### config.mk
export PLATFORM = sky130hd
export DESIGN_NAME = collision_probe_flat
export DESIGN_NICKNAME = d
export VERILOG_FILES = /design/src/rtl/collision_probe_pkg.sv /design/src/rtl/collision_probe_if.sv /design/src/rtl/collision_probe_probe_point_gen.sv /design/src/rtl/collision_probe.sv /design/src/flat_wrapper.sv
export SDC_FILE = /design/constraint.sdc
export NUM_CORES = 1
export LEC_CHECK = 0
export ABC_AREA = 1
export CORE_MARGIN = 3
export CORE_UTILIZATION = 49
export DETAILED_ROUTE_END_ITERATION = 6
export GPL_TIMING_DRIVEN = 0
export PLACE_DENSITY_LB_ADDON = 0.12
export SYNTH_ARGS = -nofsm -noshare
export SYNTH_HDL_FRONTEND = slang
export SYNTH_SLANG_ARGS = --single-unit
### constraint.sdc
create_clock -name clk -period 2.83 [get_ports clk]
set_clock_uncertainty 0.05 [all_clocks]
set_input_delay 0.283 -clock clk [delete_from_list [all_inputs] [get_ports clk]]
set_output_delay 0.283 -clock clk [all_outputs]
set_load 0.02 [all_outputs]
### src/rtl/collision_probe_pkg.sv
// Shared constants for the collision probe and tile map: tile geometry, FSM encoding, point indices.
// Point count is 4, or 8 when PROBE_MIDPOINT_EN is defined.
package collision_probe_pkg;

    localparam int TILE    = 32;
    localparam int LEFT    = 143;
    localparam int TOP     = 34;
    localparam int ROW_MAX = 15;
    localparam int COL_MAX = 19;

`ifdef PROBE_MIDPOINT_EN
    localparam int N_PTS = 8;
`else
    localparam int N_PTS = 4;
`endif

    typedef enum logic [1:0] {
        S_IDLE  = 2'd0,
        S_PROBE = 2'd1,
        S_DONE  = 2'd2
    } state_t;

    typedef logic [2:0] pt_idx_t;

    localparam pt_idx_t PT_TL   = 3'd0;
    localparam pt_idx_t PT_TR   = 3'd1;
    localparam pt_idx_t PT_BL   = 3'd2;
    localparam pt_idx_t PT_BR   = 3'd3;
    localparam pt_idx_t PT_TM   = 3'd4;
    localparam pt_idx_t PT_BM   = 3'd5;
    localparam pt_idx_t PT_LM   = 3'd6;
    localparam pt_idx_t PT_RM   = 3'd7;
    localparam pt_idx_t PT_LAST = pt_idx_t'(N_PTS - 1);

    function automatic int tile_col(input int x);
        return (x - LEFT) / TILE;
    endfunction

    function automatic int tile_row(input int y);
        return (y - TOP) / TILE;
    endfunction

    // Pixels left of/above the play field or beyond the last tile are off-map.
    function automatic logic in_map(input int x, input int y);
        return (x >= LEFT) && (y >= TOP) &&
               (tile_col(x) <= COL_MAX) && (tile_row(y) <= ROW_MAX);
    endfunction

endpackage

### src/rtl/collision_probe_if.sv
// Tile-map query bus: probe presents qx/qy with qvalid, map answers qdata in the same cycle.
interface collision_probe_if;

    logic [9:0] qx;
    logic [9:0] qy;
    logic       qvalid;
    logic       qdata;

    modport master (output qx, output qy, output qvalid, input qdata);
    modport slave  (input qx, input qy, input qvalid, output qdata);

endinterface

### src/rtl/collision_probe_probe_point_gen.sv
// Combinational hitbox point generator: index -> query coordinates plus 11-bit overflow flag.
// Midpoint indices 4..7 exist only when PROBE_MIDPOINT_EN is defined.
module probe_point_gen
    import collision_probe_pkg::*;
#(
    parameter int HIT_W = 31,
    parameter int HIT_H = 31
) (
    input  logic [9:0] base_x,
    input  logic [9:0] base_y,
    input  pt_idx_t    idx,
    output logic [9:0] qx,
    output logic [9:0] qy,
    output logic       ovf
);

    localparam logic [10:0] OFF_W = 11'(HIT_W);
    localparam logic [10:0] OFF_H = 11'(HIT_H);
`ifdef PROBE_MIDPOINT_EN
    localparam logic [10:0] MID_W = 11'(HIT_W / 2);
    localparam logic [10:0] MID_H = 11'(HIT_H / 2);
`endif

    logic [10:0] dx;
    logic [10:0] dy;
    logic [10:0] sum_x;
    logic [10:0] sum_y;

    always_comb begin
        dx = '0;
        dy = '0;
        case (idx)
            PT_TL: ;
            PT_TR: dx = OFF_W;
            PT_BL: dy = OFF_H;
            PT_BR: begin dx = OFF_W; dy = OFF_H; end
`ifdef PROBE_MIDPOINT_EN
            PT_TM: dx = MID_W;
            PT_BM: begin dx = MID_W; dy = OFF_H; end
            PT_LM: dy = MID_H;
            PT_RM: begin dx = OFF_W; dy = MID_H; end
`endif
            default: ;
        endcase
    end

    assign sum_x = {1'b0, base_x} + dx;
    assign sum_y = {1'b0, base_y} + dy;
    assign qx    = sum_x[9:0];
    assign qy    = sum_y[9:0];
    // Bit 10 set means the point lies past pixel 1023 and counts as solid.
    assign ovf   = sum_x[10] | sum_y[10];

endmodule

### src/rtl/collision_probe.sv
// Hitbox collision probe: one tile query per cycle, done strobe N+1 cycles after start (N=4, or 8 with PROBE_MIDPOINT_EN).
// No backpressure: the map answers same-cycle; start is ignored unless idle.
module collision_probe
    import collision_probe_pkg::*;
#(
    parameter int HIT_W = 31,
    parameter int HIT_H = 31
) (
    input  logic                 clk,
    input  logic                 rst,
    input  logic                 start,
    input  logic [9:0]           px,
    input  logic [9:0]           py,
    collision_probe_if.master    q,
    output logic                 busy,
    output logic                 done,
    output logic [N_PTS-1:0]     hit_mask,
    output logic                 blocked
);

    state_t     state;
    state_t     state_nxt;
    pt_idx_t    idx;
    logic [9:0] base_x;
    logic [9:0] base_y;
    logic       accept;
    logic [9:0] pt_qx;
    logic [9:0] pt_qy;
    logic       pt_ovf;

    probe_point_gen #(
        .HIT_W (HIT_W),
        .HIT_H (HIT_H)
    ) u_point_gen (
        .base_x (base_x),
        .base_y (base_y),
        .idx    (idx),
        .qx     (pt_qx),
        .qy     (pt_qy),
        .ovf    (pt_ovf)
    );

    always_ff @(posedge clk) begin
        if (rst) begin
            state    <= S_IDLE;
            idx      <= '0;
            base_x   <= '0;
            base_y   <= '0;
            hit_mask <= '0;
        end else begin
            state <= state_nxt;
            if (accept) begin
                base_x   <= px;
                base_y   <= py;
                idx      <= '0;
                hit_mask <= '0;
            end else if (state == S_PROBE) begin
                for (int i = 0; i < N_PTS; i++) begin
                    if (idx == pt_idx_t'(i)) begin
                        hit_mask[i] <= pt_ovf | q.qdata;
                    end
                end
                idx <= (idx == PT_LAST) ? '0 : idx + 3'd1;
            end
        end
    end

    always_comb begin
        state_nxt = state;
        accept    = 1'b0;
        case (state)
            S_IDLE: begin
                if (start) begin
                    accept    = 1'b1;
                    state_nxt = S_PROBE;
                end
            end
            S_PROBE: begin
                if (idx == PT_LAST) begin
                    state_nxt = S_DONE;
                end
            end
            S_DONE:  state_nxt = S_IDLE;
            default: state_nxt = S_IDLE;
        endcase

        busy     = (state == S_PROBE) || (state == S_DONE);
        done     = (state == S_DONE);
        q.qvalid = (state == S_PROBE);
        q.qx     = q.qvalid ? pt_qx : '0;
        q.qy     = q.qvalid ? pt_qy : '0;
    end

    assign blocked = |hit_mask;

endmodule
### src/flat_wrapper.sv
// flat-port wrapper written by rule: the top's interface ports become plain ports
module collision_probe_flat import collision_probe_pkg::*;
#(
    parameter int HIT_W = 31,
    parameter int HIT_H = 31
)
  (clk, rst, start, px, py, busy, done, hit_mask, blocked, q_qx, q_qy, q_qvalid, q_qdata);
  collision_probe_if q_i ();
  input  logic clk;
  input  logic rst;
  input  logic start;
  input  logic [9:0] px;
  input  logic [9:0] py;
  output logic busy;
  output logic done;
  output logic [N_PTS-1:0] hit_mask;
  output logic blocked;
  output wire logic [$bits(q_i.qx)-1:0] q_qx;
  output wire logic [$bits(q_i.qy)-1:0] q_qy;
  output wire logic [$bits(q_i.qvalid)-1:0] q_qvalid;
  input wire logic [$bits(q_i.qdata)-1:0] q_qdata;
  assign q_qx = q_i.qx;
  assign q_qy = q_i.qy;
  assign q_qvalid = q_i.qvalid;
  assign q_i.qdata = q_qdata;
  collision_probe #(.HIT_W(HIT_W), .HIT_H(HIT_H)) u_core (.clk(clk), .rst(rst), .start(start), .px(px), .py(py), .q(q_i), .busy(busy), .done(done), .hit_mask(hit_mask), .blocked(blocked));
endmodule
### Word-level counts from Yosys, hierarchy flattened

Index checks and enable logic that the tools add are counted.

| cells by class | value |
|---|---|
| multiplexer cells | 10 |
| reductions and logical operators | 12 |
| add/subtract/negate cells | 3 |
| equal/unequal tests | 7 |
| bitwise logic cells | 2 |

Operators by type and width:

| operator | count |
|---|---|
| $mux W10 | 2 |
| $add A10 B11 Y11 | 1 |
| $add A10 B5 Y11 | 1 |
| $mux W5 | 2 |
| $reduce_and A2 Y1 | 5 |
| $eq A3 B2 Y1 const B | 2 |
| $reduce_or A2 Y1 | 3 |
| $mux W2 | 2 |
| $pmux W2 S2 | 1 |
| $reduce_or A4 Y1 | 1 |
| $add A3 B1 Y3 const B | 1 |
| $eq A3 B1 Y1 const B | 1 |
| $logic_not A3 Y1 | 1 |
| $mux W3 | 1 |
| $eq A2 B1 Y1 const B | 1 |
| $eq A2 B2 Y1 const B | 1 |
| $logic_not A2 Y1 | 1 |
| $mux W1 | 2 |
| $ne A2 B1 Y1 const B | 1 |
| $ne A2 B2 Y1 const B | 1 |
| $or A1 B1 Y1 | 2 |
| $logic_or A1 B1 Y1 | 1 |

| word-level totals | value |
|---|---|
| output and inout port bits | 28 |
| input port bits | 24 |
| word-level logic and storage cells | 42 |
| flip-flop bits (word level) | 29 |

### Longest topological paths before layout

Gate-level depths: netlist (run 1).

| depth | value |
|---|---|
| depth in word-level cells | 6 |
| depth in mapped cells | 13 |
| gate-level depth less buffers | 13 |

### Cells and area by module

Synthesis (run 1) repeated with hierarchy kept, for this count alone.

| unflattened totals | value |
|---|---|
| cell total of the unflattened synthesis | 353 |
| area, all modules | 2162.1 um^2 |

By module, submodules not included:

| module | times used | cells an instance | sequential area each (um^2) | area each (um^2) |
|---|---|---|---|---|
| collision_probe | 1 | 194 | 580.6 | 1331.3 |
| probe_point_gen | 1 | 159 | 0.0 | 830.8 |

### Worst setup path before layout (run 1)

Ideal clock, no wire load.

| path | value |
|---|---|
| path kind | register -> output |
| start | register u_core.idx[1] |
| end | output q_qx[8] |
| arrival time | 2373 ps |
| setup slack | 124 ps |
| required time | 2497 ps |
| path buffers | 0 |
| cell stages (with the launch flop) | 13 |
| path through | dfxtp_1 -> inv_1 -> ha_1 -> inv_1 -> o21ai_0 -> ha_1 -> fa_1 -> inv_1 -> nor2_2 -> nor2_2 -> o22ai_1 -> nor2_1 -> nor2_1 |

| between the ends | value |
|---|---|
| word-level cells in the longest chain between the ends | 5 |
| elaborated cells between the ends (all ways) | 6 |
| classes of those cells | add/sub (1); eq/ne (2); mux (2); reduce/logical (1) |

Ends and longest elaborated chain:

| item | RTL line | RTL |
|---|---|---|
| start: declaration | collision_probe.sv:23 | `pt_idx_t idx;` |
| start signal: assignment | collision_probe.sv:63 | `idx <= (idx == PT_LAST) ? '0 : idx + 3'd1;` |
| $eq A3 B2 Y1 or $eq A3 B1 Y1 (tied branches) | collision_probe_probe_point_gen.sv:32 | `case (idx)` |
| $reduce_or A2 Y1 (no line) (*) | - |  |
| $mux W5 (*) | collision_probe_probe_point_gen.sv:32 |  |
| $add A10 B5 Y11 (*) | collision_probe_probe_point_gen.sv:47 | `assign sum_x = {1'b0, base_x} + dx;` |
| $mux W10 (*) | collision_probe.sv:90 | `q.qx = q.qvalid ? pt_qx : '0;` |
| end: declaration | flat_wrapper.sv:18 | `output wire logic [$bits(q_i.qx)-1:0] q_qx;` |

Every way passes the cells marked *; elsewhere a longest branch is shown, timed or not.

### Worst setup path in the final report (run 1)

Same ends and word-level chain as after synthesis.

==> results of run 1 <==
## synth_stat cells (all sizes together) (2+ instances only)
library cell	number
xnor2	3
nor2	76
nor3	2
o21ai	35
nand3	12
dfxtp	29
a211oi	3
inv	31
buf	4
fa	2
a21oi	18
ha	19
clkbuf	4
nand2	58
## logic make-up after synthesis
logic type               Yosys count  share of synthesized area, %
AND/OR/NAND/NOR                  150                         30.89
adder cells (fa/ha/maj)           21                         13.91
flip-flops                        29                         29.07
AO/OA/AOI/OAI                     58                         16.42
XOR/XNOR                           4                         1.755
buffers and inverters             39                         7.957
## report_power, final
group | internal, mW | total (mW) | switching (mW)
clock | 0.193 | 0.351 | 0.159
sequential | 0.447 | 0.486 | 0.0393
combinational | 0.186 | 0.428 | 0.242
total | 0.825 | 1.26 | 0.440
## sequential cells by signal (all words and copies together), names as in the netlist
| name | count |
|---|---|
| u_core.base_x | 10 |
| u_core.base_y | 10 |
| u_core.hit_mask | 4 |
| u_core.idx | 3 |
| u_core.state | 2 |
## final timing paths
kind / start / end / slack (ns) / cells after the start
worst min register to register: u_core.state[1]$_SDFFE_PP0P_ / u_core.state[1]$_SDFFE_PP0P_ / 0.44 / 2
worst max register to register: u_core.idx[1]$_SDFFE_PP0P_ / u_core.hit_mask[0]$_SDFFE_PP0P_ / 0.70 / 14
worst max-delay path: u_core.idx[1]$_SDFFE_PP0P_ / q_qx[8] / 0.02 / 15
worst min-delay path: u_core.state[1]$_SDFFE_PP0P_ / u_core.state[1]$_SDFFE_PP0P_ / 0.44 / 2
## per-stage QoR
step / area [um2] / total power, mW / hold WS, ns / utilization, % / worst slack (ns)
floorplan: 1997 / 0.7334 / 0.3021 / - / 0.1238
global placement: 2567 / 0.8736 / 0.4233 / 67.59 / -0.6106
detailed placement: 2567 / 0.8817 / 0.4352 / 67.59 / -0.7342
CTS: 2774 / 1.249 / 0.4495 / 73.02 / -0.02992
global route: 2845 / 1.339 / 0.4793 / 74.90 / -0.09503
finish: 2845 / 1.265 / 0.4426 / 74.90 / 0.02075
## layer usage
metal / vias to the layer above / wire (um) / global-route usage (%)
met4: 0 / 92 / 7.660
li1: 1104 / - / -
met5: - / 0 / 0
met3: 8 / 336 / 6.377
met1: 943 / 2340 / 27.05
met2: 70 / 2492 / 37.25
## final cells by class
type | count | area share (%)
plain buffers | 8 | 1.495
clock buffers | 7 | 3.034
inverters | 31 | 4.090
multi-input cells | 233 | 48.77
flip-flops and latches | 29 | 20.54
well taps | 48 | 2.111
repair buffers | 62 | 19.96
## placed cells by master (no fill, tap or decap), types with 6 or more instances in the layout
cell type / n
a21oi_2: 6
inv_2: 6
ha_1: 14
dfxtp_1: 26
nor2_1: 71
buf_4: 15
clkdlybuf4s50_1: 36
inv_1: 25
nand2_1: 51
nand3_1: 11
nand2_2: 6
a21oi_1: 11
o21ai_0: 29
clkbuf_8: 6
## worst max-delay path, stage by stage, from the launching register on
cell	delay [ns]
dfxtp_2	0.32
buf_4	0.14
ha_4	0.16
nand2_4	0.07
o21ai_4	0.11
ha_4	0.19
fa_2	0.39
inv_2	0.07
nor2_2	0.05
nor2_4	0.11
buf_4	0.13
o22ai_2	0.06
nand2_1	0.07
nand2_1	0.05
nor2_1	0.10
buf_4	0.15
## timing repair
item                       CTS  global route
resized for setup           44            26
setup endpoints to repair   19            12
gates cloned                 0             0
pin swaps                    7             6
buffers inserted             7             5
==> impl_metrics.json, run 1 <==
{
  "syn-cell-area_um2": 1997,
  "crit_arrival_ns": 2.48,
  "hp-class": "flip-flop to flip-flop",
  "hpwlAfterDp_um": 3577,
  "rows": 22,
  "cts_made_buffers": 5,
  "min_period_ns": 2.809,
  "die_w_um": 69.84,
  "crit_required_ns": 2.50,
  "grt_max_degree": 11,
  "synth-main-ff-cell": "dfxtp_1",
  "clk_pin_slew_ns": 0.06,
  "final_max_slew_viol_count": 0,
  "syn-mean-instance-area_um2": 6.634,
  "dp_cells": 400,
  "setup_viol": 0,
  "worstSetupPathType": "flip-flop to output port",
  "max_cap_viol_count": 0,
  "vias_per_cell": 5.084,
  "slew_headroom_pct": 70.45,
  "synth_top_area_cell": "dfxtp_1",
  "firstDrtPassIters": 4,
  "cp-start-kind": "flip-flop",
  "critPathCaptureType": "output port",
  "routed_wl_um": 5262,
  "fmax_mhz": 356.0,
  "synth_edf_count": 0,
  "grt_pass1_wl_um": 8673,
  "insertion_delay_ns": 0.29,
  "grtUsageTotal_pct": 22.23,
  "power_density_nw_per_um2": 444.6,
  "fin_nets": 415,
  "layout-drive-gt1-share_pct": 18.65,
  "ys_seq_area_share_pct": 29.07,
  "core_um2": 3799,
  "critPathMaxFanout": 6,
  "io_pins": 52,
  "routabilityCongestion": 0.8830,
  "drtIter0Drc": 135,
  "overflow": 0,
  "wire_per_inst_um": 12.59,
  "grt_pass1_vias": 1914,
  "p_leak_nw": 1.318,
  "hold_violations": 0,
  "vias": 2125,
  "clock_path_buffers": 2,
  "finalSetupTns_ns": 0,
  "ys_warn_count": 0,
  "antenna_found_initial": 0,
  "netlist.area_leader.share_pct": 29.07,
  "synthTopCellsByArea": "dfxtp_1 (29%), nor2_1 (14%), ha_1 (12%), nand2_1 (10%), o21ai_0 (7.5%)",
  "cts_tree": "yes",
  "syn2layout_area_growth_pct": 42.48,
  "drc_errors": 0,
  "tightest_slew_ns": 0.4432,
  "multi_input_area_um2": 1388,
  "nFillCells": 300,
  "peakVddDrop_v": 0.0002720,
  "post_cts_hold_buffer_count": 0,
  "synth_seq_cells": 29,
  "status": "finished, final reports clean",
  "start_util_pct": 52.57,
  "seqCellArea_um2": 584.3,
  "ys_types": 28,
  "die_y_um": 69.84,
  "rsz0062_at_grt": "yes",
  "htree_levels": 2,
  "final_cells": 418,
  "async_flop_share_pct": 0,
  "period_share_pct": 99.27,
  "antenna_cells": 0,
  "portBuffers": 51,
  "ant_nets": 0,
  "syn_nets": 346,
  "netlist_instances": 301,
  "die_area_um2": 4878,
  "cts.sinks": 29,
  "cts-root-buf": "clkbuf_8"
}
(Power assumes the default switching activity.)
==> inputs of run 2 (changes only) <==
--- a/config.mk
+++ b/config.mk
@@ -6,10 +6,11 @@
 export NUM_CORES = 1
 export LEC_CHECK = 0
 export ABC_AREA = 1
+export CELL_PAD_IN_SITES_DETAIL_PLACEMENT = 1
+export CELL_PAD_IN_SITES_GLOBAL_PLACEMENT = 1
 export CORE_MARGIN = 3
-export CORE_UTILIZATION = 49
+export CORE_UTILIZATION = 34
 export DETAILED_ROUTE_END_ITERATION = 6
-export GPL_TIMING_DRIVEN = 0
 export PLACE_DENSITY_LB_ADDON = 0.12
 export SYNTH_ARGS = -nofsm -noshare
 export SYNTH_HDL_FRONTEND = slang
==> run 2 against run 1 <==
Against the previous run: count of clock-buffer cells in the layout unchanged; sequential power about the same; power increased by 4.6%; maximum frequency is 3.2% higher; sequential share of layout area is 0.66 points lower; setup slack better by 0.088 ns; register-to-register slack worse by 0.09 ns; hold slack improved by 0.0092 ns; design area up 3.3%; via count up 4.8%; non-clock buffer count increased by 9; largest power group unchanged; highest routed layer unchanged.
==> impl_metrics.json, run 2 (synthesis gave the netlist of run 1 again) <==
{
  "top_usage_layer": "met2",
  "vias_per_cell": 4.927,
  "critPathBufInv": 5,
  "startpoint": "u_core.idx[0]$_SDFFE_PP0P_",
  "slew_headroom_pct": 60.93,
  "grt_use_met3_pct": 3.145,
  "cts_made_buffers": 5,
  "post_cts_hold_buffer_count": 0,
  "crit_chain": "ha_2 -> nand2_2 -> o21ai_4 -> buf_6 -> buf_12 -> fa_2 -> inv_2 -> nor2_4 -> nor2_4 -> buf_6 -> o22ai_2 -> nand2_1 -> nand2_1 -> nor2_2 -> buf_6",
  "insertion_delay_ns": 0.28,
  "critPathCaptureType": "output port",
  "fin_nets": 424,
  "grt_pass1_vias": 2258,
  "hold_ws_ns": 0.4518,
  "hold_violations": 0,
  "grtUsageTotal_pct": 20.47,
  "crit_path_top_delay_cell": "fa_2",
  "cts.sinks": 29,
  "worstSetupPathType": "flip-flop to output port",
  "grt_max_degree": 23,
  "firstDrtPassIters": 4,
  "clock_path_buffers": 2,
  "worstRegToRegCells": 14,
  "power.total_mw": 1.323,
  "pre_cts_slack_ns": -0.2165,
  "overflow": 0,
  "tightest_slew_ns": 0.5854,
  "max_cap_viol_count": 0,
  "die_area_um2": 6829,
  "timing.rr.start": "u_core.idx[0]$_SDFFE_PP0P_",
  "routed_wl_um": 6475,
  "antenna_cells": 0,
  "rows": 27,
  "fmax_mhz": 367.5,
  "hp-class": "flip-flop to flip-flop",
  "worstSetupEndpoint": "q_qx[8]",
  "clk_pin_slew_ns": 0.07,
  "cts-root-buf": "clkbuf_8",
  "start_util_pct": 35.61,
  "final_area_um2": 2939,
  "core_um2": 5608,
  "die_y_um": 82.64,
  "cp_common_cell": "buf_6",
  "routabilityCongestion": 0.8823,
  "post_dp_cell_area_um2": 2735,
  "layout-drive-gt1-share_pct": 23.42,
  "io_pins": 52,
  "nFillCells": 755,
  "crit_required_ns": 2.50,
  "p_leak_nw": 1.342,
  "grt_pass1_wl_um": 10700,
  "peakVddDrop_v": 0.0002101,
  "cts_tree": "yes",
  "vias": 2227,
  "rrSetupSlack_ns": 0.61,
  "htree_levels": 2,
  "cp_top_family": "buffers and inverters",
  "antenna_found_initial": 0,
  "power_density_nw_per_um2": 450.1,
  "multi_input_area_um2": 1358,
  "global_route.usage.met2_pct": 35.74,
  "portBuffers": 51,
  "r2r_end": "u_core.hit_mask[3]$_SDFFE_PP0P_",
  "crit_arrival_ns": 2.39,
  "wire_per_inst_um": 14.33,
  "final_cell_mix": "nor2_1 (70), nand2_1 (53), clkdlybuf4s50_1 (34), o21ai_0 (29), dfxtp_1 (26)",
  "cp.depth": 15,
  "ant_nets": 0,
  "slowest_delay_ns": 0.35,
  "use_met1_pct": 25.59,
  "period_share_pct": 96.16,
  "fin_ws_ns": 0.1086,
  "final_max_slew_viol_count": 0,
  "cp-start-kind": "flip-flop",
  "drc_errors": 0,
  "reg.largest.list": "u_core.base_x x10, u_core.base_y x10, u_core.hit_mask x4",
  "seqCellArea_um2": 584.3,
  "layout_commonest_cell": "nor2_1",
  "hpwlAfterDp_um": 4880,
  "die_w_um": 82.64,
  "drtIter0Drc": 73,
  "status": "finished, final reports clean",
  "setup_viol": 0,
  "critPathMaxFanout": 4,
  "min_period_ns": 2.721,
  "syn2layout_area_growth_pct": 47.18
}
-- run 2: worst reg2reg max path: stages, from the launching register on --
cell and delay, ns:
dfxtp_2 0.34, ha_2 0.19, nand2_2 0.10, o21ai_4 0.07, buf_6 0.14, ha_1 0.33
nand2_1 0.07, nand2_1 0.11, buf_4 0.17, nand2_1 0.07, nand2_1 0.05, nand2_1 0.05
nand3_1 0.10, nor2_4 0.20, a21oi_2 0.07
-- run 2: how the worst min path moves through the flow --
stage	depth (start not counted)	to	slack (ns)	from
6_report	2	u_core.state[1]$_SDFFE_PP0P_	0.45	u_core.state[1]$_SDFFE_PP0P_
3_5_place_dp	2	u_core.state[1]$_SDFFE_PP0P_	0.45	u_core.state[1]$_SDFFE_PP0P_
4_1_cts	2	u_core.state[1]$_SDFFE_PP0P_	0.45	u_core.state[1]$_SDFFE_PP0P_
3_3_place_gp	2	u_core.state[1]$_SDFFE_PP0P_	0.43	u_core.state[1]$_SDFFE_PP0P_
5_1_grt	2	u_core.base_y[4]$_SDFFE_PP0P_	0.49	u_core.base_y[4]$_SDFFE_PP0P_
2_1_floorplan	1	u_core.state[1]$_SDFFE_PP0P_	0.30	rst
-- run 2: stage by stage --
stage | setup TNS [ns] | utilization, % | instances
3_3_place_gp | -0.06241 | 48.77 | 440
4_1_cts | -0.002055 | 52.12 | 451
5_1_grt | -0.02769 | 52.41 | 452
6_report | 0 | 52.41 | 452
2_1_floorplan | 0 | - | 301
3_5_place_dp | -0.8811 | 48.77 | 440
-- run 2: what timing repair did --
action,in CTS,in global routing
gates resized for setup,46,31
endpoints found under the setup margin,17,15
buffers inserted,3,1
pin swaps,4,3
-- run 2: report_power, final --
group | switching, mW | leakage, nW | internal (mW)
Combinational | 0.253 | 1.05 | 0.198
Sequential | 0.0417 | 0.240 | 0.447
Clock | 0.163 | 0.0542 | 0.220
-- run 2: layer usage --
metal / wire [um] / up-vias
li1: - / 1119
met1: 2866 / 1047
met2: 3233 / 47
met3: 244 / 14
met4: 130 / 0
met5: 0 / -
-- run 2: area by class of cell --
type	instances	share of cell area [%]
Inverter	31	3.959
Clock inverter	1	0.1703
Sequential cell	29	19.88
Tap cell	72	3.065
Timing Repair Buffer	79	23.46
Multi-Input combinational cell	233	46.19
Clock buffer	7	3.278
